File: src/rtl/spi_multidevice_pkg.sv
// Shared command codes, frame lengths and receive-buffer geometry for the SPI DDS front end.
package spi_multidevice_pkg;

  typedef enum logic [7:0] {
    CMD_GET_ID     = 8'd0,
    CMD_GET_CONFIG = 8'd1,
    CMD_DDS        = 8'd3
  } cmd_e;

  typedef enum logic [7:0] {
    SUB_SET_FREQ = 8'd2,
    SUB_ENABLE   = 8'd5
  } sub_e;

  localparam int         RX_BITS      = 120;
  localparam logic [6:0] LEN_QUERY    = 7'd16;
  localparam logic [6:0] LEN_SET_FREQ = 7'd112;
  localparam logic [6:0] LEN_ENABLE   = 7'd40;
  localparam logic [6:0] RX_CNT_MAX   = 7'd120;
  localparam logic [6:0] RX_TOP       = 7'd119;

endpackage

File: src/rtl/dds_channel.sv
// One phase-accumulator square-wave channel with a programmable update prescaler.
module dds_channel
  import spi_multidevice_pkg::*;
#(
  parameter int PHASE_WIDTH = 64
) (
  input  logic                   clk,
  input  logic                   reset,
  input  logic                   enable,
  input  logic [PHASE_WIDTH-1:0] freq,
  input  logic [15:0]            divider,
  output logic                   out
);

  logic [PHASE_WIDTH-1:0] acc_q;
  logic [15:0]            pre_q;
  logic                   out_q;

  // Prescaler gates accumulator updates; disabling parks the channel at phase zero.
  always_ff @(posedge clk or posedge reset) begin
    if (reset) begin
      acc_q <= '0;
      pre_q <= '0;
      out_q <= 1'b0;
    end else if (!enable) begin
      acc_q <= '0;
      pre_q <= '0;
      out_q <= 1'b0;
    end else begin
      // >= so that lowering the divider below the running count still wraps promptly
      if (pre_q >= divider) begin
        pre_q <= '0;
        acc_q <= acc_q + freq;
      end else begin
        pre_q <= pre_q + 16'd1;
      end
      out_q <= acc_q[PHASE_WIDTH-1];
    end
  end

  assign out = out_q;

endmodule

File: src/rtl/spi_multidevice_dds.sv
// SPI mode-0 slave with one addressable sub-device: a bank of DDS square-wave channels.
module spi_multidevice_dds
  import spi_multidevice_pkg::*;
#(
  parameter logic [31:0] DEVICE_ID   = 32'h4D44_0001,
  parameter int          CHANNELS    = 4,
  parameter int          PHASE_WIDTH = 64,
  parameter logic [31:0] CLK_HZ      = 32'd50_000_000
) (
  input  logic                clk,
  input  logic                reset,
  input  logic                sck,
  input  logic                mosi,
  input  logic                ncs,
  output logic                miso,
  output logic                interrupt,
  output logic [CHANNELS-1:0] out
);

  localparam logic [RX_BITS-1:0] CFG_RESP =
    {8'(CHANNELS), 8'(PHASE_WIDTH), 8'd16, CLK_HZ, 64'h0};

  logic [2:0] sck_q;
  logic [2:0] ncs_q;
  logic [1:0] mosi_q;

  logic               frame_q;
  logic [RX_BITS-1:0] rx_q;
  logic [RX_BITS-1:0] tx_q;
  logic [RX_BITS-1:0] resp_q;
  logic [6:0]         cnt_q;
  logic               irq_q;

  logic                   en_q   [CHANNELS];
  logic [PHASE_WIDTH-1:0] freq_q [CHANNELS];
  logic [15:0]            div_q  [CHANNELS];

  logic sck_rise, sck_fall, ncs_fall, ncs_rise;
  logic [7:0] b0, b1, b2, ch;
  logic unused_last_byte;

  assign sck_rise = sck_q[1] & ~sck_q[2];
  assign sck_fall = ~sck_q[1] & sck_q[2];
  assign ncs_fall = ~ncs_q[1] & ncs_q[2];
  assign ncs_rise = ncs_q[1] & ~ncs_q[2];

  assign b0 = rx_q[119:112];
  assign b1 = rx_q[111:104];
  assign b2 = rx_q[103:96];
  assign ch = rx_q[95:88];
  // the final byte carries no field
  assign unused_last_byte = ^rx_q[7:0];

  // Two-stage synchronisers; the third stage of sck/ncs holds the previous value for edge detect.
  always_ff @(posedge clk or posedge reset) begin
    if (reset) begin
      sck_q  <= '0;
      ncs_q  <= '0;
      mosi_q <= '0;
    end else begin
      sck_q  <= {sck_q[1:0], sck};
      ncs_q  <= {ncs_q[1:0], ncs};
      mosi_q <= {mosi_q[0], mosi};
    end
  end

  // Frame capture, response shifting and command decode at frame end.
  always_ff @(posedge clk or posedge reset) begin
    if (reset) begin
      frame_q <= 1'b0;
      rx_q    <= '0;
      tx_q    <= '0;
      resp_q  <= '0;
      cnt_q   <= '0;
      irq_q   <= 1'b0;
      for (int i = 0; i < CHANNELS; i++) begin
        en_q[i]   <= 1'b0;
        freq_q[i] <= '0;
        div_q[i]  <= '0;
      end
    end else if (ncs_fall) begin
      frame_q <= 1'b1;
      rx_q    <= '0;
      cnt_q   <= '0;
      irq_q   <= 1'b0;
      tx_q    <= resp_q;
      resp_q  <= '0;
    end else if (ncs_rise) begin
      frame_q <= 1'b0;
      // frame_q guards against an ncs rise that follows a reset taken mid-frame
      if (frame_q && b0 == 8'd0) begin
        if (cnt_q == LEN_QUERY && b1 == CMD_GET_ID) begin
          resp_q <= {DEVICE_ID, 88'h0};
          irq_q  <= 1'b1;
        end else if (cnt_q == LEN_QUERY && b1 == CMD_GET_CONFIG) begin
          resp_q <= CFG_RESP;
          irq_q  <= 1'b1;
        end else if (b1 == CMD_DDS) begin
          for (int i = 0; i < CHANNELS; i++) begin
            if (ch == 8'(i)) begin
              if (cnt_q == LEN_SET_FREQ && b2 == SUB_SET_FREQ) begin
                freq_q[i] <= PHASE_WIDTH'(rx_q[87:24]);
                div_q[i]  <= rx_q[23:8];
              end
              if (cnt_q == LEN_ENABLE && b2 == SUB_ENABLE) begin
                en_q[i] <= rx_q[80];
              end
            end
          end
        end
      end
    end else if (frame_q) begin
      if (sck_rise && cnt_q < RX_CNT_MAX) begin
        rx_q[RX_TOP - cnt_q] <= mosi_q[1];
        cnt_q                <= cnt_q + 7'd1;
      end
      if (sck_fall) begin
        tx_q <= {tx_q[RX_BITS-2:0], 1'b0};
      end
    end
  end

  assign miso      = frame_q & tx_q[RX_BITS-1];
  assign interrupt = irq_q;

  for (genvar g = 0; g < CHANNELS; g++) begin : g_ch
    dds_channel #(
      .PHASE_WIDTH(PHASE_WIDTH)
    ) u_ch (
      .clk     (clk),
      .reset   (reset),
      .enable  (en_q[g]),
      .freq    (freq_q[g]),
      .divider (div_q[g]),
      .out     (out[g])
    );
  end

endmodule

File: config.mk
export PLATFORM = sky130hd
export DESIGN_NAME = spi_multidevice_dds
export DESIGN_NICKNAME = d
export VERILOG_FILES = /design/src/rtl/spi_multidevice_pkg.sv /design/src/rtl/dds_channel.sv /design/src/rtl/spi_multidevice_dds.sv
export SDC_FILE = /design/constraint.sdc
export NUM_CORES = 2
export LEC_CHECK = 0
export ABC_AREA = 1
export CORE_ASPECT_RATIO = 1.75
export CORE_MARGIN = 8
export CORE_UTILIZATION = 50
export DETAILED_ROUTE_END_ITERATION = 10
export PLACE_DENSITY = 0.77
export SYNTH_ARGS = -nofsm -noshare
export SYNTH_HDL_FRONTEND = slang
export SYNTH_HIERARCHICAL = 1
export SYNTH_SLANG_ARGS = --single-unit
File: constraint.sdc
create_clock -name clk -period 25.8 [get_ports clk]
set_input_delay 6.45 -clock clk [delete_from_list [all_inputs] [get_ports clk]]
set_output_delay 6.45 -clock clk [all_outputs]
set_load 0.005 [all_outputs]
# After elaboration in Yosys (flattened, before gate mapping)
# Cells that the tools add are included.
op_classes:
  add_sub_neg: 10
  magnitude_cmp: 7
  eq_ne: 15
  mux: 47
  n_bitwise: 12
  n_reduce_logical: 27
op_table:
  columns: ["cell", "count"]
  rows:
  - ["120-bit 2-to-1 mux", 13]
  - ["64-bit 2-to-1 mux", 8]
  - ["64-bit adder", 4]
  - ["16-bit 2-to-1 mux", 8]
  - ["120-bit bitwise mux", 1]
  - ["16-bit by 1-bit adder with 16-bit output, second input constant", 4]
  - ["16-bit >= comparator", 4]
  - ["8-bit AND reduction", 8]
  - ["8-bit by 2-bit equality test with 1-bit output, second input constant", 4]
  - ["7-bit 2-to-1 mux", 4]
  - ["8-bit logical NOT", 3]
  - ["8-bit by 1-bit equality test with 1-bit output, second input constant", 2]
  - ["1-bit 2-to-1 mux", 12]
  - ["2-bit nonzero test", 5]
  - ["3-bit AND reduction", 3]
  - ["8-bit by 3-bit equality test with 1-bit output, second input constant", 1]
  - ["7-bit by 8-bit less-than comparator with 1-bit output, second input constant", 1]
  - ["2-bit by 1-bit != test with 1-bit output, second input constant", 4]
  - ["7-bit by 1-bit adder with 7-bit output, second input constant", 1]
  - ["1-bit demux with 7-bit select", 1]
  - ["7-bit by 5-bit equality test with 1-bit output, second input constant", 1]
  - ["7-bit by 6-bit equality test with 1-bit output, second input constant", 1]
  - ["7-bit equality test, second input constant", 1]
  - ["7-bit by 1-bit >= comparator with 1-bit output, second input constant", 1]
  - ["other kinds (7)", 23]
totals:
  register_bits: 1025
  inputBits: 5
  out_inout_bits: 6
  wordCells: 151

# Longest topological paths before layout
logic_depth:
  word_depth: 10
  mapped_depth: 16
  mapped_depth_nobuf: 16

# Cells and area by module
# Netlist, hierarchy kept.
by_module_without_submodules:
  columns: ["module", "n_inst", "cells_each", "area_each_um2", "seq_area_each_um2"]
  rows:
  - ["dds_channel at g_ch[0].u_ch ...", 3, 1692, 9411.5, 2026.9]
  - ["spi_multidevice_dds", 1, 2770, 22465.3, 12612.1]
  - ["dds_channel at g_ch[3].u_ch", 1, 1691, 9412.8, 2026.9]

# Least setup slack after synthesis
# Ideal clock, no wire load.
synth_path:
  kind: "flip-flop to output port"
  from: "register frame_q"
  to: "output miso"
  arrival_time_ns: 0.485
  required_time_ns: 19.350
  slack_ns: 18.865
  stages_incl_launch_ff: 3
  n_path_buf: 0
  path_cell_list: "dfrtp_1 nand2_1 inv_1"
synth_between:
  elab_chain_len: 1
synth_lines:
  columns: ["element", "line_no", "text"]
  rows:
  - ["start, declared", "spi_multidevice_dds.sv:27", "logic frame_q;"]
  - ["start signal, assigned", "spi_multidevice_dds.sv:70", "frame_q <= 1'b0;"]
  - ["start signal, assigned", "spi_multidevice_dds.sv:82", "frame_q <= 1'b1;"]
  - ["start signal, assigned", "spi_multidevice_dds.sv:89", "frame_q <= 1'b0;"]
  - ["1-bit AND", "spi_multidevice_dds.sv:123", "assign miso = frame_q & tx_q[RX_BITS-1];"]
  - ["end, declared", "spi_multidevice_dds.sv:15", "output logic miso,"]
# No other way between the ends.

==> impl_results.md <==
* Share of layout cells above drive strength 1 at 3.28%
* Total Routed Length at 214000 µm
* DR iter-0 viols at 4260
* Layout Skew at 68.4 ps
* Cell internal pwr at 2.11 mW
* Least-Margin Pin Slew at 1250 ps
* PD cells at 45.0 nW/µm²
* Final HPWL DP at 159000 µm
* Final Hold Fails at 0
* Outcome: completed
* CTS Buf Count at 84
* Maximum operating frequency at 0.107 GHz
* Warnings from Yosys at 6
* Buf/Inv on CP at 4
* Most common cell in the netlist: nand2_1
* Die Ht at 475 µm
* CP endpoint kind: asynchronous set/reset pin
* Net Count, Synth at 9870
* Mapped Area at 60100 µm²
* Switching fraction of total power at 26.7%
* Pre-antenna DRT Iters at 8
* Total core area at 120000 µm²
* Post-synthesis sequential area ratio at 34.5%
* DR vias/cell at 5.42
* Initial antenna violation count at 7
* Post-synthesis cell count at 9537
* Area growth, synth to finish at 6.71%
* Async set-or-reset flop fraction in the synthesized netlist at 100%
* Share of the synthesized area in the top cell type at 34.5%
* Synth top area cells: dfrtp_1 34%, nand2_1 25%, inv_1 9.5%
* Initial Util at 50.3%
* Clk buf depth at 3
* Vias in the first global route at 57646
* GPL Wtd Cong at 1.02
* Most common flop cell mapped by yosys: dfrtp_1
* GR Util All Layers at 31.9%
* Gate power share at 6.5%
* Max cap viols at 0
* HP Class: reg2reg
* DRC violations left at 0
* Clock root buffer: clkbuf_16
* Max transition margin at 16.5%
* Critical Path Start Type: input pin
* GRT busiest layer: met2
* FP Rows at 168
* Final period utilization at 36.2%
* Met1 Use GR at 33.4%
* CP peak stage delay at 920 ps
* Delay-heaviest family, CP: buffers and inverters
* Horiz. Die Dim at 278 µm
* H-tree depth at 3
* Fillers at 12048
* Post-synthesis cell type count at 42
* Postcts setup bufs at 0
* Routed vias at 59649
* Die area at 132000 µm²
* Met3 Use GR at 4.98%
* Cts repair resizes at 0
* Syn avg cell area at 6.30 µm²
* Maximum vdd drop at 0.0000601 V
* First-pass GRT wire length at 325000 µm
* Crit path DAT at 10060 ps
* RSZ-0062 raised after global routing: no
* Top cells by count, synth: 3984 x nand2_1, 1526 x inv_1, 828 x dfrtp_1
* Synth Register Bits at 828
* Pin count of the biggest net entering global routing at 201
* Crit path kind: in2async
* Clock share of power at 47.0%
* Num ports at 11
* Min Tclk post-route at 9350 ps
* Data required, critical path at 26520 ps
* Worst-path fanout max at 151
* Final antenna-violating net count at 0
* Clock-pin slew on the worst setup and hold paths at 60 ps
* Post-synth EDFFs at 0
* NetSw at 0.771 mW
* IO buf count at 10
* Slowest cell on the critical path: inv_8
* Grt ovf at 0
* Slew Viols, Final at 0
* Reg power frac at 46.4%
* CTS tree: yes
* Clk sink count at 828
* Worst-path cell chain: clkdlybuf4s50_1, inv_8, buf_4, buf_4
* WL/cell at 19.5 µm
* Leak Pwr at 37.7 nW
* GR Layer Usage met2 at 53.9%
* Final net count at 9726
* Finish-stage setup viols at 0
* Clk_lat worst skew at 760 ps
* Hold Buf Count CTS at 0
* Finished Core Util at 53.6%
* Critical Path Most Common Cell: buf_4
* Setup TNS Final at 0 ps
* Area leader, netlist: dfrtp_1
[final cells by class]
| cell class | count | area, µm² | share of cell area, % |
|---|---|---|---|
| Timing Repair Buffer | 52 | 428 | 0.667 |
| Clock inverter | 49 | 763 | 1.19 |
| Antenna cell | 8 | 20.0 | 0.0312 |
| Multi-Input combinational cell | 6882 | 32200 | 50.3 |
| Inverter | 1545 | 5810 | 9.06 |
| Tap cell | 1530 | 1910 | 2.98 |
| Clock buffer | 102 | 2250 | 3.51 |
| Sequential cell | 828 | 20700 | 32.3 |
[registers in the layout, indices dropped and copies added (netlist names), 4 cells and up]
name	count
freq_q	256
g_ch.u_ch/acc_q	256
rx_q	112
div_q	64
g_ch.u_ch/pre_q	64
tx_q	49
cnt_q	7
en_q	4
g_ch.u_ch/out	4
[worst paths after layout]
path                                     start                              end  cells past startpoint  slack (ps)
setup / recovery                         reset            freq_q[5]$_DFFE_PP0P_                      4       16450
hold / removal              sck_q[0]$_DFF_PP0_               sck_q[1]$_DFF_PP0_                      0         370
setup reg to reg            ncs_q[1]$_DFF_PP0_             rx_q[64]$_DFFE_PP0P_                      9       21360
hold reg to reg             sck_q[0]$_DFF_PP0_               sck_q[1]$_DFF_PP0_                      0         370
max in group clk           frame_q$_DFFE_PP0P_                             miso                      3       17580
min in group asynchronous                reset  g_ch[1].u_ch/pre_q[2]$_DFF_PP0_                      2        6480
[cell families (layout without fill, tap and decap cells)]
| kind of cell | after synthesis | count (layout) | synth area share, % |
|---|---|---|---|
| other cells | 0 | 8 | 0 |
| compound gates | 808 | 808 | 6.96 |
| fa+ha+maj | 328 | 328 | 6.88 |
| xor+xnor | 41 | 41 | 0.597 |
| buf+inv | 1827 | 1748 | 12.0 |
| simple gates | 5705 | 5705 | 39.1 |
| flops | 828 | 828 | 34.5 |
[power groups by stage]
stage | combinational [mW] | sequential (mW) | clock, mW
2_1_floorplan | 0.132 | 1.36 | 0
3_3_place_gp | 0.179 | 1.36 | 0
3_5_place_dp | 0.184 | 1.36 | 0
4_1_cts | 0.185 | 1.34 | 1.37
5_1_grt | 0.207 | 1.34 | 1.42
6_report | 0.189 | 1.34 | 1.36
[routing by layer]
layer,up-vias,share of wire (%)
li1,29310,-
met2,2157,47
met3,843,6.5
met4,0,12
met5,-,0
met1,27339,35
[metrics by stage]
step / area (µm²) / total power [mW] / setup WS, ps / std cells / hold slack [ps]
detailed placement: 61100 / 1.55 / 15650 / 10837 / 356
floorplan: 60100 / 1.49 / 5280 / 9537 / 331
global route: 64100 / 2.97 / 16070 / 10993 / 373
CTS: 64100 / 2.90 / 16410 / 10988 / 370
global placement: 61100 / 1.54 / 15690 / 10837 / 335
finish: 64100 / 2.89 / 16450 / 10996 / 369
[cell usage in the layout, fill, tap and decap left out, drive strengths merged, types with 11 or more instances in the layout]
| cell | netlist | layout |
|---|---|---|
| ha | 324 | 324 |
| nand4 | 158 | 158 |
| xnor2 | 20 | 20 |
| nand2 | 3996 | 3996 |
| o31ai | 24 | 24 |
| bufinv | 0 | 12 |
| inv | 1535 | 1535 |
| nor4 | 88 | 88 |
| o21ai | 370 | 370 |
| or2 | 25 | 25 |
| nor2 | 656 | 656 |
| buf | 189 | 42 |
| a21oi | 378 | 378 |
| nand3 | 679 | 679 |
| a31oi | 11 | 11 |
| dfrtp | 828 | 828 |
| xor2 | 21 | 21 |
| clkbuf | 93 | 102 |
| nor3 | 73 | 73 |
| nand3b | 24 | 24 |
| clkinv | 10 | 42 |
Note: power is estimated with default switching activity, not from simulation.
